**src/rtl/hu_audiodec_load_dma32.sv**
```systemverilog
// ---------------------------------------------------------------------------
// hu_audiodec_load_dma32
//
// Input-load stage for the audio-decoder core. It starts on conf_done and
// reads cfg_in_words 32-bit words, beginning at word index cfg_in_offset, over
// the ESP DMA read interface. Reads are split into bursts of at most
// BURST_MAX words. The words are buffered in a local first-word-fall-through
// FIFO and handed to the decoder core on a valid/ready stream. load_done
// pulses for one cycle once every word has been delivered.
//
// Ports
//   clk, rst                   clock (rising edge), asynchronous active-low reset
//   conf_done                  one-cycle start pulse, qualifies cfg_in_*
//   cfg_in_offset/words        first word index / number of words to load
//   dma_read_ctrl_*            burst request (index, length, size=32-bit)
//   dma_read_chnl_*            read data beats
//   out_valid/ready/data       word stream to the decoder core
//   load_done                  one-cycle pulse, whole job delivered
//   debug                      {26'd0, err_restart, 2'd0, state[2:0]}
// ---------------------------------------------------------------------------
module hu_audiodec_load_dma32 #(
  parameter int BURST_MAX  = 16,
  parameter int FIFO_DEPTH = 32
) (
  input  logic        clk,
  input  logic        rst,
  input  logic        conf_done,
  input  logic [31:0] cfg_in_offset,
  input  logic [31:0] cfg_in_words,
  output logic        dma_read_ctrl_valid,
  input  logic        dma_read_ctrl_ready,
  output logic [31:0] dma_read_ctrl_data_index,
  output logic [31:0] dma_read_ctrl_data_length,
  output logic [2:0]  dma_read_ctrl_data_size,
  input  logic        dma_read_chnl_valid,
  output logic        dma_read_chnl_ready,
  input  logic [31:0] dma_read_chnl_data,
  output logic        out_valid,
  input  logic        out_ready,
  output logic [31:0] out_data,
  output logic        load_done,
  output logic [31:0] debug
);

  localparam int AW = (FIFO_DEPTH > 1) ? $clog2(FIFO_DEPTH) : 1;
  localparam int CW = $clog2(FIFO_DEPTH) + 1;
  localparam logic [31:0]   BURST_W  = 32'(BURST_MAX);
  localparam logic [31:0]   DEPTH_W  = 32'(FIFO_DEPTH);
  localparam logic [CW-1:0] FULL_CNT = CW'(FIFO_DEPTH);
  localparam logic [AW-1:0] LAST_PTR = AW'(FIFO_DEPTH - 1);

  typedef enum logic [2:0] {
    IDLE  = 3'd0,
    REQ   = 3'd1,
    XFER  = 3'd2,
    DRAIN = 3'd3,
    DONE  = 3'd4
  } state_t;

  state_t        state, next_state;
  logic [31:0]   offset_q, words_q;
  logic [31:0]   req_cnt, rcv_cnt, out_cnt, beats_left;
  logic          err_restart;
  logic          load_done_q;

  logic [31:0]   fifo_mem [FIFO_DEPTH];
  logic [AW-1:0] wr_ptr, rd_ptr;
  logic [CW-1:0] fifo_cnt;

  logic [31:0]   remaining, burst, free_slots;
  logic          fifo_full, fifo_empty, stream_active;
  logic          push, pop, req_fire;

  assign remaining  = words_q - req_cnt;
  assign burst      = (remaining < BURST_W) ? remaining : BURST_W;
  assign free_slots = DEPTH_W - 32'(fifo_cnt);
  assign fifo_full  = (fifo_cnt == FULL_CNT);
  assign fifo_empty = (fifo_cnt == '0);

  // The stream side keeps running while requests and beats are in flight,
  // so the decoder can start consuming as soon as the first word lands.
  assign stream_active = (state == REQ) || (state == XFER) || (state == DRAIN);

  assign push     = dma_read_chnl_valid && dma_read_chnl_ready;
  assign pop      = out_valid && out_ready;
  assign req_fire = dma_read_ctrl_valid && dma_read_ctrl_ready;

  assign out_valid = stream_active && !fifo_empty;
  assign out_data  = out_valid ? fifo_mem[rd_ptr] : 32'd0;

  assign dma_read_ctrl_data_size = 3'b010;
  assign load_done = load_done_q;
  assign debug     = {26'd0, err_restart, 2'd0, state};

  // State register.
  always_ff @(posedge clk or negedge rst) begin
    if (!rst) begin
      state <= IDLE;
    end else begin
      state <= next_state;
    end
  end

  // Next-state and handshake outputs. A request is only raised once the
  // whole burst fits in the FIFO, so an accepted burst can never stall the
  // DMA channel. Nothing in REQ pushes into the FIFO, so free space only grows
  // there and valid/index/length stay stable until the request is taken.
  always_comb begin
    next_state                = state;
    dma_read_ctrl_valid       = 1'b0;
    dma_read_ctrl_data_index  = 32'd0;
    dma_read_ctrl_data_length = 32'd0;
    dma_read_chnl_ready       = 1'b0;
    case (state)
      IDLE: begin
        if (conf_done) begin
          next_state = (cfg_in_words == 32'd0) ? DONE : REQ;
        end
      end
      REQ: begin
        dma_read_ctrl_data_index  = offset_q + req_cnt;
        dma_read_ctrl_data_length = burst;
        dma_read_ctrl_valid       = (free_slots >= burst);
        if (dma_read_ctrl_valid && dma_read_ctrl_ready) begin
          next_state = XFER;
        end
      end
      XFER: begin
        dma_read_chnl_ready = !fifo_full;
        if (push && (beats_left == 32'd1)) begin
          next_state = (req_cnt < words_q) ? REQ : DRAIN;
        end
      end
      DRAIN: begin
        if ((out_cnt == words_q) && (rcv_cnt == words_q)) begin
          next_state = DONE;
        end
      end
      DONE: begin
        next_state = IDLE;
      end
      default: begin
        next_state = IDLE;
      end
    endcase
  end

  // Job bookkeeping. A conf_done arriving mid-job is dropped, but it leaves
  // a sticky flag behind so firmware can see that it lost a start request.
  always_ff @(posedge clk or negedge rst) begin
    if (!rst) begin
      offset_q    <= 32'd0;
      words_q     <= 32'd0;
      req_cnt     <= 32'd0;
      rcv_cnt     <= 32'd0;
      out_cnt     <= 32'd0;
      beats_left  <= 32'd0;
      err_restart <= 1'b0;
      load_done_q <= 1'b0;
    end else begin
      load_done_q <= (state == DONE);
      if (conf_done) begin
        if (state == IDLE) begin
          offset_q <= cfg_in_offset;
          words_q  <= cfg_in_words;
          req_cnt  <= 32'd0;
          rcv_cnt  <= 32'd0;
          out_cnt  <= 32'd0;
        end else begin
          err_restart <= 1'b1;
        end
      end
      if (req_fire) begin
        req_cnt    <= req_cnt + burst;
        beats_left <= burst;
      end
      if (push) begin
        rcv_cnt    <= rcv_cnt + 32'd1;
        beats_left <= beats_left - 32'd1;
      end
      if (pop) begin
        out_cnt <= out_cnt + 32'd1;
      end
    end
  end

  // FIFO storage has no reset; the pointers and count below define
  // which entries are meaningful.
  always_ff @(posedge clk) begin
    if (push) begin
      fifo_mem[wr_ptr] <= dma_read_chnl_data;
    end
  end

  // FIFO pointers and occupancy. A simultaneous push and pop leaves the
  // count unchanged. Push is never offered while full.
  always_ff @(posedge clk or negedge rst) begin
    if (!rst) begin
      wr_ptr   <= '0;
      rd_ptr   <= '0;
      fifo_cnt <= '0;
    end else begin
      if (push) begin
        wr_ptr <= (wr_ptr == LAST_PTR) ? '0 : wr_ptr + AW'(1);
      end
      if (pop) begin
        rd_ptr <= (rd_ptr == LAST_PTR) ? '0 : rd_ptr + AW'(1);
      end
      case ({push, pop})
        2'b10:   fifo_cnt <= fifo_cnt + CW'(1);
        2'b01:   fifo_cnt <= fifo_cnt - CW'(1);
        default: fifo_cnt <= fifo_cnt;
      endcase
    end
  end

endmodule

```
**config.mk**
```make
export PLATFORM = sky130hd
export DESIGN_NAME = hu_audiodec_load_dma32
export DESIGN_NICKNAME = d
export VERILOG_FILES = /design/src/rtl/hu_audiodec_load_dma32.sv
export SDC_FILE = /design/constraint.sdc
export NUM_CORES = 2
export LEC_CHECK = 0
export ABC_CLOCK_PERIOD_IN_PS = 7700
export CAP_MARGIN = 15
export CORE_MARGIN = 2
export CORE_UTILIZATION = 40
export DETAILED_ROUTE_END_ITERATION = 6
export SLEW_MARGIN = 25
export SYNTH_ARGS = -nofsm -noshare
export SYNTH_HDL_FRONTEND = slang
export SYNTH_SLANG_ARGS = --single-unit
```
**constraint.sdc**
```tcl
create_clock -name clk -period 7.7 [get_ports clk]
set_input_delay 1.54 -clock clk [delete_from_list [all_inputs] [get_ports clk]]
set_output_delay 1.54 -clock clk [all_outputs]
set_load 0.05 [all_outputs]
```
==> reports/qor.yml <==
detailed_routing:
  drt_iter0_drc: 2811
  post_drt_wl_per_cell_um: 25.3
  antenna_left: 0
  route.vias.total: 33100
  drc: 0
  wirelength_um: 147000
  dr.pass1.iters: 6
  via_per_inst: 5.68
timing:
  maxSlewViolCount: 0
  worst_pin_slew_ns: 1.06
  post-route-period-util_pct: 97.8
  min_period_ns: 7.53
  slew_headroom_pct: 29.0
  timing.final.setup_violations: 0
  fmax_mhz: 133
  rsz0062_at_grt: "true"
  finalHoldViolCount: 0
  skew_ns: 0.0303
clock_tree:
  htree_levels: 4
  clock-sinks: 1237
  clock_latency_ns: 0.78
  clockBufferDepth: 3
  cts-root-buf: "clkbuf_16"
  cts_tree: "yes"
  cts_inserted_buffers: 135
  hold_buffers: 0
  clk_pin_slew_worst_paths_ns: 0.06
floorplanning:
  rows: 137
  pin_count: 237
  fp.dieH_um: 378
  die_w_um: 378
  die_area_mm2: 0.143
  core_area_mm2: 0.139
  start_util_pct: 40.2
placement:
  hpwl_um: 94300
  gp_congestion: 0.912
  port_buffers: 178
power_and_ir_drop:
  total_power_w: 0.0174
  vdd_drop_max_mv: 0.266
  power.leakage_nw: 22.3
  pwr_density_cell_mw_per_mm2: 267
setup_path:
  reg2reg_slack_ns: 1.16
  path_class: "register to output port"
  crit_end: "dma_read_ctrl_valid"
  required_ns: 6.16
  cp_slowest_cell: "or4_1"
  end_kind: "output port"
  start_kind: "register"
  crit_fanout: 13
  worstPathCellList: "inv_1 > ha_2 > nand2b_1 > o2111ai_1 > or4_1 > or4_1 > nor3_2 > nand3_1 > or3b_1 > nand3b_1 > nand2b_4 > inv_1 > nand2_1 > ha_1 > a21oi_1 > nor2b_1 > o21ai_0 > nand2b_1 > a21oi_1 > nand2_1 > o2111ai_4 > and2_1 > nor2_1 > buf_4"
  worstPathArrival_ns: 5.99
  r2r_end: "req_cnt[31]"
  crit_start: "req_cnt[13]"
  ff2ff_path_depth: 23
  crit-reg2reg-launch: "req_cnt[13]"
  slowest_delay_ns: 0.52
global_route:
  grt_pass1_vias: 32300
  grt_antenna_before_repair: 7
  grt_max_degree: 130
  grt_pass1_wl_um: 217000
  grt_usage_pct: 20.6
  globalRouteOverflowTotal: 0
layout:
  fin_util_pct: 46.8
  fillerInstances: 11900
  area_growth_syn_to_layout_pct: 16.3
  final_nets: 4090
  drive_gt1_share_pct: 19.7
synth:
  avgSynthCellArea_um2: 15.8
  yosysSeqAreaShare_pct: 64.4
  synth_cell_types: 92
  mappedNetlistArea_mm2: 0.0560
  syn_inst: 3547
  ys_seq_elements: 1237
  synthArstFlopShare_pct: 17.2
  ys_warn_count: 0
  synth-edff-count: 1024
  synth-main-ff-cell: "edfxtp_1"
min_path:
  min_path_type: "register to register"
outcome:
  run_status: "finished, final reports clean"
flow_run:
  drv_cap: 0
-- logic make-up (layout without fill, tap and decap cells) --
group                      count (synthesis)  after routing  share of synthesized area [%]
adders and majority gates                145            145                           3.29
and+or+nand+nor                          811            811                           7.22
xor gates and xnor gates                  75             75                           1.17
muxes                                    451            451                           15.4
buffers and inverters                    303            598                           2.50
other                                      2            112                         0.0134
AOI/OAI and AO/OA                        523            523                           6.05
DFF                                     1237           1237                           64.4
-- routing by layer --
metal	share of wire [%]	global-route usage [%]
met1	43	28.6
met4	2.2	5.57
met5	0	0
met3	5.8	3.41
met2	49	33.6
-- cell usage after synthesis (30+ instances only) --
master / instances / area, um2
nand2_1: 168 / 631
ha_1: 140 / 1750
mux2_2: 67 / 754
xnor2_1: 40 / 350
edfxtp_1: 1024 / 30700
nor2_1: 166 / 623
a21oi_1: 107 / 536
nand2b_1: 30 / 188
mux2i_1: 64 / 641
nor3_1: 97 / 485
and3_1: 61 / 382
a21o_1: 42 / 315
clkbuf_1: 105 / 394
nand3_1: 127 / 636
buf_4: 63 / 473
inv_1: 91 / 342
dfrtp_1: 213 / 5330
xor2_1: 35 / 307
o21ai_0: 130 / 651
buf_1: 30 / 113
mux4_2: 320 / 7210
-- report_power, final --
group	leakage, nW	total [W]	internal, W	switching, W
Combinational	8.11	0.00305	0.00112	0.00194
Sequential	12.0	0.00769	0.00743	0.000263
Clock	2.22	0.00662	0.00386	0.00276
-- how the worst min path moves through the flow --
stage | startpoint | endpoint | cells past startpoint
5_1_grt | beats_left[31] | beats_left[31] | 1
2_1_floorplan | beats_left[24] | beats_left[24] | 1
6_report | beats_left[19] | beats_left[19] | 1
3_5_place_dp | beats_left[19] | beats_left[19] | 1
3_3_place_gp | beats_left[24] | beats_left[24] | 1
4_1_cts | beats_left[24] | beats_left[24] | 1
-- final cells by class --
type                    instances  area [um2]  area share [%]
multi-input cells            2116       19300            29.6
clock buffers                 165        3570            5.48
diodes                          1        2.50         0.00384
inverters                      93         349           0.536
well taps                    1876        2350            3.60
repair buffers                261        2490            3.83
flip-flops and latches       1237       36100            55.4
clock inverters                79         987            1.52
-- layout by cell type, fill, tap and decap left out, drive strengths merged, types with 21 or more instances in the layout --
cell | synthesis | layout
conb | 2 | 111
o21ai | 156 | 156
xor2 | 35 | 35
ha | 140 | 140
nor3 | 98 | 98
a31oi | 22 | 22
edfxtp | 1024 | 1024
inv | 91 | 101
a21o | 43 | 43
nor4 | 28 | 28
nand2b | 30 | 30
nor2 | 166 | 166
a21oi | 110 | 110
o31ai | 27 | 27
nor2b | 23 | 23
nand2 | 170 | 170
o211ai | 21 | 21
and3 | 61 | 61
xnor2 | 40 | 40
nand4 | 29 | 29
mux2 | 67 | 67
clkdlybuf4s50 | 0 | 147
buf | 105 | 107
dfrtp | 213 | 213
clkinv | 2 | 55
nand3 | 127 | 127
clkbuf | 105 | 167
mux2i | 64 | 64
mux4 | 320 | 320
-- through the flow --
stage / instance area [um2] / hold slack, ns / cells / TNS (ns) / worst slack (ns)
finish: 65100 / 0.475 / 5828 / 0 / 0.169
floorplan: 56400 / 0.442 / 3656 / 0 / 0.274
CTS: 65100 / 0.480 / 5824 / -0.186 / -0.186
detailed placement: 60500 / 0.468 / 5579 / 0 / 0.482
global placement: 60400 / 0.463 / 5577 / 0 / 0.516
global route: 65100 / 0.495 / 5828 / -0.204 / -0.204
-- registers in the layout (all words and copies together) (netlist names) --
| signal | count |
|---|---|
| rcv_cnt | 32 |
| offset_q | 32 |
| fifo_cnt | 6 |
| load_done | 1 |
| fifo_mem | 1024 |
| err_restart | 1 |
| rd_ptr | 5 |
| beats_left | 32 |
| words_q | 32 |
| out_cnt | 32 |
| req_cnt | 32 |
| wr_ptr | 5 |
| state | 3 |
-- worst max-delay path: cells and delay by family (launching register included) --
family	cells	cell delay, ns
fa+ha+maj	2	0.71
compound gates	5	0.83
buf+inv	3	0.42
simple gates	14	2.89
flops	1	0.40
-- what timing repair did --
item                                    in CTS  in global routing
endpoints found under the setup margin       3                 10
pin swaps                                    1                  3
gates cloned                                 0                  0
setup buffers                                1                  1
resized for setup                            6                 30
Power figures use the tool's default switching activity.
